--- src/rtl/music_player_ctrl.sv ---
// Music player sequencer: walks a synchronous song ROM note by note, converts pitch
// codes to tone frequencies and times beats; supports play/pause, stop, next song and looping.
module music_player_ctrl #(
    parameter int BEAT_BASE = 12_500_000
) (
    input  logic        clk,
    input  logic        clrn,
    input  logic        play_btn,
    input  logic        stop_btn,
    input  logic        next_btn,
    input  logic [1:0]  speed_sel,
    input  logic        loop_en,
    input  logic [7:0]  note_data,
    output logic [12:0] rom_addr,
    output logic [15:0] freq,
    output logic [10:0] index,
    output logic [1:0]  name,
    output logic [1:0]  mode,
    output logic [1:0]  speed,
    output logic        color
);

    typedef enum logic [2:0] {
        ST_STOP,
        ST_FETCH,
        ST_DECODE,
        ST_PLAY,
        ST_PAUSE
    } state_t;

    localparam int TW = $clog2(BEAT_BASE * 2 + 1);

    // Terminal timer values (beat length minus one) for each tempo setting.
    localparam logic [TW-1:0] LAST_00 = TW'(BEAT_BASE - 1);
    localparam logic [TW-1:0] LAST_01 = TW'(BEAT_BASE / 2 - 1);
    localparam logic [TW-1:0] LAST_10 = TW'(BEAT_BASE / 4 - 1);
    localparam logic [TW-1:0] LAST_11 = TW'(BEAT_BASE * 2 - 1);

    localparam logic [1:0] MODE_STOP  = 2'b00;
    localparam logic [1:0] MODE_PLAY  = 2'b01;
    localparam logic [1:0] MODE_PAUSE = 2'b10;

    function automatic logic [15:0] pitch_hz(input logic [3:0] code);
        case (code)
            4'd1:    pitch_hz = 16'd262;
            4'd2:    pitch_hz = 16'd277;
            4'd3:    pitch_hz = 16'd294;
            4'd4:    pitch_hz = 16'd311;
            4'd5:    pitch_hz = 16'd330;
            4'd6:    pitch_hz = 16'd349;
            4'd7:    pitch_hz = 16'd370;
            4'd8:    pitch_hz = 16'd392;
            4'd9:    pitch_hz = 16'd415;
            4'd10:   pitch_hz = 16'd440;
            4'd11:   pitch_hz = 16'd466;
            4'd12:   pitch_hz = 16'd494;
            4'd13:   pitch_hz = 16'd523;
            4'd14:   pitch_hz = 16'd587;
            4'd15:   pitch_hz = 16'd659;
            default: pitch_hz = 16'd0;
        endcase
    endfunction

    state_t         state_reg, state_next;
    logic [10:0]    index_reg, index_next;
    logic [1:0]     name_reg, name_next;
    logic [15:0]    freq_reg, freq_next;
    logic [15:0]    note_freq_reg, note_freq_next;
    logic [TW-1:0]  timer_reg, timer_next;
    logic [3:0]     beat_cnt_reg, beat_cnt_next;
    logic           color_reg, color_next;
    logic [1:0]     speed_reg;
    logic [1:0]     mode_reg, mode_next;
    logic [TW-1:0]  last_tick;
    logic           beat_end;
    logic           end_hit;

    always_comb begin
        case (speed_reg)
            2'b01:   last_tick = LAST_01;
            2'b10:   last_tick = LAST_10;
            2'b11:   last_tick = LAST_11;
            default: last_tick = LAST_00;
        endcase
    end

    // Comparing with >= lets a mid-beat switch to a faster tempo end the beat at once.
    assign beat_end = (timer_reg >= last_tick);

    always_comb begin
        state_next     = state_reg;
        index_next     = index_reg;
        name_next      = name_reg;
        freq_next      = freq_reg;
        note_freq_next = note_freq_reg;
        timer_next     = timer_reg;
        beat_cnt_next  = beat_cnt_reg;
        color_next     = color_reg;
        end_hit        = 1'b0;

        if (stop_btn) begin
            state_next = ST_STOP;
            index_next = '0;
        end else begin
            case (state_reg)
                ST_STOP: begin
                    if (next_btn) begin
                        name_next  = name_reg + 2'd1;
                        index_next = '0;
                    end else if (play_btn) begin
                        state_next = ST_FETCH;
                        index_next = '0;
                    end
                end
                ST_FETCH: begin
                    if (next_btn) begin
                        name_next  = name_reg + 2'd1;
                        index_next = '0;
                    end else begin
                        state_next = ST_DECODE;
                    end
                end
                ST_DECODE: begin
                    if (next_btn) begin
                        name_next  = name_reg + 2'd1;
                        index_next = '0;
                        state_next = ST_FETCH;
                    end else if (note_data == 8'h00) begin
                        end_hit = 1'b1;
                    end else begin
                        freq_next      = pitch_hz(note_data[7:4]);
                        note_freq_next = pitch_hz(note_data[7:4]);
                        beat_cnt_next  = (note_data[3:0] == 4'd0) ? 4'd1 : note_data[3:0];
                        timer_next     = '0;
                        state_next     = ST_PLAY;
                    end
                end
                ST_PLAY: begin
                    if (next_btn) begin
                        name_next  = name_reg + 2'd1;
                        index_next = '0;
                        state_next = ST_FETCH;
                    end else if (play_btn) begin
                        state_next = ST_PAUSE;
                        freq_next  = '0;
                    end else if (beat_end) begin
                        timer_next    = '0;
                        color_next    = ~color_reg;
                        beat_cnt_next = beat_cnt_reg - 4'd1;
                        if (beat_cnt_reg <= 4'd1) begin
                            if (index_reg == 11'd2047) begin
                                end_hit = 1'b1;
                            end else begin
                                index_next = index_reg + 11'd1;
                                state_next = ST_FETCH;
                            end
                        end
                    end else begin
                        timer_next = timer_reg + 1'b1;
                    end
                end
                ST_PAUSE: begin
                    if (next_btn) begin
                        name_next  = name_reg + 2'd1;
                        index_next = '0;
                        state_next = ST_STOP;
                    end else if (play_btn) begin
                        state_next = ST_PLAY;
                        freq_next  = note_freq_reg;
                    end
                end
                default: state_next = ST_STOP;
            endcase
        end

        if (end_hit) begin
            index_next = '0;
            state_next = loop_en ? ST_FETCH : ST_STOP;
        end

        // Every path into STOP silences the tone and clears the blink.
        if (state_next == ST_STOP) begin
            freq_next  = '0;
            color_next = 1'b0;
        end

        case (state_next)
            ST_STOP:  mode_next = MODE_STOP;
            ST_PAUSE: mode_next = MODE_PAUSE;
            default:  mode_next = MODE_PLAY;
        endcase
    end

    always_ff @(posedge clk or negedge clrn) begin
        if (!clrn) begin
            state_reg     <= ST_STOP;
            index_reg     <= '0;
            name_reg      <= '0;
            freq_reg      <= '0;
            note_freq_reg <= '0;
            timer_reg     <= '0;
            beat_cnt_reg  <= '0;
            color_reg     <= 1'b0;
            speed_reg     <= '0;
            mode_reg      <= MODE_STOP;
        end else begin
            state_reg     <= state_next;
            index_reg     <= index_next;
            name_reg      <= name_next;
            freq_reg      <= freq_next;
            note_freq_reg <= note_freq_next;
            timer_reg     <= timer_next;
            beat_cnt_reg  <= beat_cnt_next;
            color_reg     <= color_next;
            speed_reg     <= speed_sel;
            mode_reg      <= mode_next;
        end
    end

    assign rom_addr = {name_reg, index_reg};
    assign freq     = freq_reg;
    assign index    = index_reg;
    assign name     = name_reg;
    assign mode     = mode_reg;
    assign speed    = speed_reg;
    assign color    = color_reg;

endmodule

--- config.mk ---
export PLATFORM = sky130hd
export DESIGN_NAME = music_player_ctrl
export DESIGN_NICKNAME = d
export VERILOG_FILES = /design/src/rtl/music_player_ctrl.sv
export SDC_FILE = /design/constraint.sdc
export NUM_CORES = 1
export LEC_CHECK = 0
export BUFFER_PORTS_ARGS = -buffer_cell sky130_fd_sc_hd__buf_2
export CORE_UTILIZATION = 51
export DETAILED_ROUTE_END_ITERATION = 8
export PLACE_DENSITY = 0.75
export SETUP_SLACK_MARGIN = 0.2
export SYNTH_ARGS = -nofsm -noshare
export SYNTH_HDL_FRONTEND = slang
export SYNTH_SLANG_ARGS = --single-unit
export TNS_END_PERCENT = 50
--- constraint.sdc ---
create_clock -name clk -period 3.36 [get_ports clk]
set_clock_uncertainty 0.2 [all_clocks]
set_input_delay 0.672 -clock clk [delete_from_list [all_inputs] [get_ports clk]]
set_output_delay 0.672 -clock clk [all_outputs]
set_load 0.005 [all_outputs]
After elaboration in Yosys (flattened, before gate mapping)
Memory sizes are Yosys's and may differ from the RTL's. A register that Yosys moved wholly into a read port is not among the register bits.
Index checks and enable logic that the tools add are counted.
{ "classes": {"n_addsub": 4, "multipliers": 0, "n_div": 0, "order_cmp": 2, "eq_ne": 29, "shifts": 0, "muxes": 66, "n_bitwise": 4, "n_reduce_logical": 19} }
{ "ops": {"columns": ["op", "count"], "rows": [
  ["$mux W16", 8],
  ["$mux W25", 5],
  ["$mux W11", 10],
  ["$pmux W25 S3", 1],
  ["$pmux W25 S2", 1],
  ["$pmux W16 S3", 1],
  ["$mux W3", 14],
  ["$pmux W11 S3", 1],
  ["$add A25 B1 Y25 const B", 1],
  ["$ge A25 B25 Y1", 1],
  ["$ne A5 B5 Y1 const B", 5],
  ["$mux W4", 6],
  ["$ne A3 B3 Y1 const B", 6],
  ["$mux W1", 15],
  ["$pmux W3 S5", 1],
  ["$reduce_and A7 Y1", 2],
  ["$add A11 B1 Y11 const B", 1],
  ["$eq A11 B11 Y1 const B", 1],
  ["$ne A2 B2 Y1 const B", 5],
  ["$logic_not A8 Y1", 1],
  ["$pmux W4 S2", 1],
  ["$reduce_and A8 Y1", 1],
  ["$eq A3 B2 Y1 const B", 2],
  ["$eq A3 B3 Y1 const B", 2],
  ["other kinds (23)", 32]
]} }
{ "totals": {"regBits": 82, "latchBits": 0, "mem_bits_rw": 0, "romBits": 320, "in_bits": 16, "output_inout_bits": 47, "elab_cells": 136, "mem_count": 2} }
{ "memory_table": {"columns": ["name", "words", "width", "read_ports", "rd_clocked_by_memory_dff", "write_ports", "line", "text"], "rows": [
  ["(name not given)", 16, 10, 1, 0, 0, "44", "case (code)"],
  ["(name not given)", 16, 10, 1, 1, 0, "44", null]
]} }

Depth between registers and ports, before layout
{ "logic_depth": {"depth_word": 12, "ltp_mapped": 13} }

Worst setup path before layout
OpenSTA, ideal clock, no wires.
{ "synth_path": {"kind": "register to register", "from": "register speed_reg[0], in the netlist speed[0]", "to": "register timer_reg[10]", "setup_ns": 0.071, "arrival_time_ns": 3.056, "required_time_ns": 3.089, "setup_slack_ns": 0.032, "stages_incl_launch_ff": 14, "path_cell_list": "dfrtp_1 -> inv_1 -> ha_1 -> o21bai_1 -> ha_1 -> nand4_1 -> o21bai_1 -> a211oi_1 -> or4b_2 -> buf_2 -> nand2_2 -> a21oi_2 -> buf_2 -> nor2_1"} }
{ "synth_between": {"elab_chain_cells": 7, "word_cells_on_any_way": 9, "cone_classes": "order compare (1); eq/ne (3); mux (5)"} }
{ "synth_lines": {"columns": ["element", "line", "text"], "rows": [
  ["start: declaration", "72", "logic [1:0] speed_reg;"],
  ["start signal: assignment", "215", "speed_reg <= speed_sel;"],
  ["$eq A2 B2 Y1 or $eq A2 B1 Y1 (tied branches)", "79", "case (speed_reg)"],
  ["$pmux W25 S3 *", "79", null],
  ["$ge A25 B25 Y1 *", "88", "assign beat_end = (timer_reg >= last_tick);"],
  ["$mux W25 *", "146", "end else if (beat_end) begin"],
  ["$mux W25 *", "143", "end else if (play_btn) begin"],
  ["$mux W25 *", "139", "if (next_btn) begin"],
  ["$pmux W25 S2 *", "105", "case (state_reg)"],
  ["end signal: assignment", "212", "timer_reg <= timer_next;"],
  ["end: declaration", "69", "logic [TW-1:0] timer_reg, timer_next;"]
]} }
Every way passes the cells marked *; elsewhere a longest branch is shown, timed or not. The select of a mux whose other input is x is not followed.
A chain may end at the register's enable or synchronous reset.

Worst setup path in the final report
{ "layout_path": {"from": "register speed_reg[0], in the netlist speed[0]", "to": "register timer_reg[7]"} }
Same word-level chain as after synthesis.

==> run metrics <==
Worst Hold Class in2async; critical path, cell by cell inv_4, ha_4, o21bai_1, ha_1, nand4_1, o21bai_1, a211oi_2, buf_4, or4b_4, buf_6, a211oi_1, o21ai_1, o41ai_2; Final Total Pwr 0.00218 W; Peak Freq 0.302 GHz; Post-synth EDFFs 0; Num CTS Buffers 9; Synth area leader dfrtp_1; antenna cell count 0; Async SR Flop Fraction 100%; Worst VDD drop 0.000290 V; post-route ant nets 0; vias per cell 6.00; Synth warnings 0; Worst slew margin 36.6%; Setup Viol. Count Final 0; status complete, but fails checks; Power per Cell Area 363 mW/mm^2; CP Capture Type flop; hold_ws 0.217 ns; Max FO, Critical Path 6; FF-to-FF End timer_reg[7]; RSZ-0062 raised after global routing yes; syn_area_per_cell 8.93 sq um; Critical R2R Launch speed[0]; Post-Syn Instances 525; vias in the first global route 4068; Area growth syn-to-layout 27.8%; Die Y 97.9 um; Initial Util 53.3%; Tightest Pin Transition 0.948 ns; clk slew on worst S/H paths 0.08 ns; CTS tree yes; Reg2Reg Depth 13; H-tree levels 3; Sink Count 70; Critical Path RT 3.41 ns; top_reg_cell synth dfrtp_1; Core Area 0.00881 sq mm; DRC 2; Hold Fails Final Rpt 0; full die area 0.00959 sq mm; CTS max path bufs 2; first-pass GRT wire length 19200 um; IO buf count 56; Slew Limit Fails 0; clk_lat worst skew 0.35 ns; top cell family by delay on the critical path compound AO/OA/AOI/OAI gates; Pre-antenna DRT Iters 7; share of cells above drive strength 1 33.8%; Min Clock Period, post-route 3.31 ns; final RePlAce weighted congestion 0.893; most used cell, CP o21bai_1; Unique masters post-synth 70; Startpoint Class flop; Mapped Area 0.00469 sq mm; via count 4268; max-cap violations 0; register bit total from synthesis 70; max incr delay on CP 0.53 ns; pin count of the biggest net entering global routing 37; register area share after synthesis 37.3%; post-DP HPWL 8200 um; Iter 0 DRT Violations 213; Final Cycle Share 98.4%; setup tns final 0 ns; initial antenna violation count 0; failing checks design-rule violations; Post-Route WL 12400 um; CTS root buf clkbuf_8; Slowest-stage cell, CP or4b_4; io pins 63; critical setup path kind reg2reg; # rows 34; Arr. time, crit path 3.35 ns; max FFs per register 25; reg-to-reg slack, setup 0.05 ns; Non-Filler Cell Area, Final 0.00600 sq mm; Lkg Pwr 2.68 nW; Final Core Density 68.1%; critical path buffer and inverter count 3; synth top area cells dfrtp_1 (37%), ha_1 (7.7%), nor2_1 (5.1%); Nets 643; routed len/inst 17.4 um; share of the synthesized area in the top cell type 37.3%; Placed Area 0.00514 sq mm; GRT Residual Overflow 0; All-Layer GR Usage 24.8%; DIE WIDTH 97.9 um
## cell usage after synthesis, drive strengths merged, types with 2 or more instances
master   number
a2111oi       2
a211o         2
a211oi       13
a21o          3
a21oi        16
a22oi         7
a2bb2oi       2
a31oi        11
a41oi         2
and2          2
and3          7
and4          5
buf          28
clkbuf       15
dfrtp        70
ha           29
inv          23
mux2          7
mux2i         5
nand2        51
nand2b        5
nand3        25
nand4        12
nor2         64
nor2b         5
nor3         13
nor4          4
nor4b         2
o211ai        4
o21a          2
o21ai        18
o21bai        2
o22a          3
o22ai         5
o31ai         8
or2           3
or3           2
or4           5
xnor2        13
xor2         11
## cell usage in the layout, fill, tap and decap left out, types with 9 or more instances in the layout
| cell type | n |
|---|---|
| dfrtp_1 | 68 |
| nor3_1 | 10 |
| xnor2_1 | 13 |
| xor2_1 | 10 |
| nor2_1 | 47 |
| nand2_1 | 49 |
| o21ai_0 | 15 |
| nand3_1 | 20 |
| inv_1 | 20 |
| buf_4 | 29 |
| buf_6 | 11 |
| ha_1 | 20 |
| buf_2 | 56 |
| a21oi_1 | 12 |
| nand4_1 | 12 |
| a31oi_1 | 9 |
| clkbuf_8 | 12 |
| nor2_4 | 12 |
## worst reg2reg max path, cell delays in order, from the launching register on
cell	delay [ns]
dfrtp_2	0.45
inv_4	0.08
ha_4	0.16
o21bai_1	0.15
ha_1	0.32
nand4_1	0.13
o21bai_1	0.10
a211oi_2	0.36
buf_4	0.17
or4b_4	0.53
buf_6	0.17
a211oi_1	0.22
o21ai_1	0.10
o41ai_2	0.06
## logic make-up (layout without fill, tap and decap cells)
kind of cell,count (synthesis),in the layout,synth area share (%)
fa+ha+maj,29,29,7.74
xor+xnor,24,24,4.64
compound gates,112,112,17.2
other cells,1,6,0.0799
flops,70,70,37.3
simple gates,210,210,22.7
buf+inv,66,139,7.04
mux,13,13,3.23
## area by class of cell
type	instances	area, sq um
Clock buffer	12	165
Clock inverter	4	76.3
Fill cell	668	2810
Inverter	23	91.3
Multi-Input combinational cell	394	3060
Sequential cell	70	1750
Tap cell	108	135
Timing Repair Buffer	100	712
## worst max path at each step
stage / cells after the start / slack (ns) / end / from
global route: 13 / -0.06 / timer_reg[7] / speed[0]
finish: 13 / 0.05 / timer_reg[7] / speed[0]
CTS: 12 / 0.11 / index[1] / speed[0]
global placement: 11 / 0.04 / index[6] / speed[0]
detailed placement: 11 / -0.06 / timer_reg[7] / speed[0]
floorplan: 11 / 0.22 / index[6] / speed[1]
## metrics by stage
| stage | worst slack (ns) | cells |
|---|---|---|
| floorplan | 0.220 | 530 |
| global placement | 0.0378 | 677 |
| detailed placement | -0.0555 | 677 |
| CTS | 0.114 | 700 |
| global route | -0.0644 | 711 |
| finish | 0.0539 | 711 |
## timing repair
item	in CTS	in global routing
gates resized for setup	17	85
cloned	0	3
pin swaps	12	28
hold buffers	0	0
setup buffers	7	8
setup endpoints to repair	50	51
## metal layers
metal  vias to the layer above  global-route usage, %  part of all wire (%)
met1                      2129                   31.6                    42
met2                       106                   42.3                    53
li1                       2011                      -                     -
met5                         -                      0                     0
met3                        22                   3.29                   3.3
met4                         0                   10.6                   2.0
## power breakdown
group / internal, W / total [W] / switching [W]
clock network: 0.000482 / 0.000830 / 0.000348
logic: 0.000169 / 0.000374 / 0.000205
registers: 0.000914 / 0.000973 / 0.0000587
Note: power is estimated with default switching activity, not from simulation.
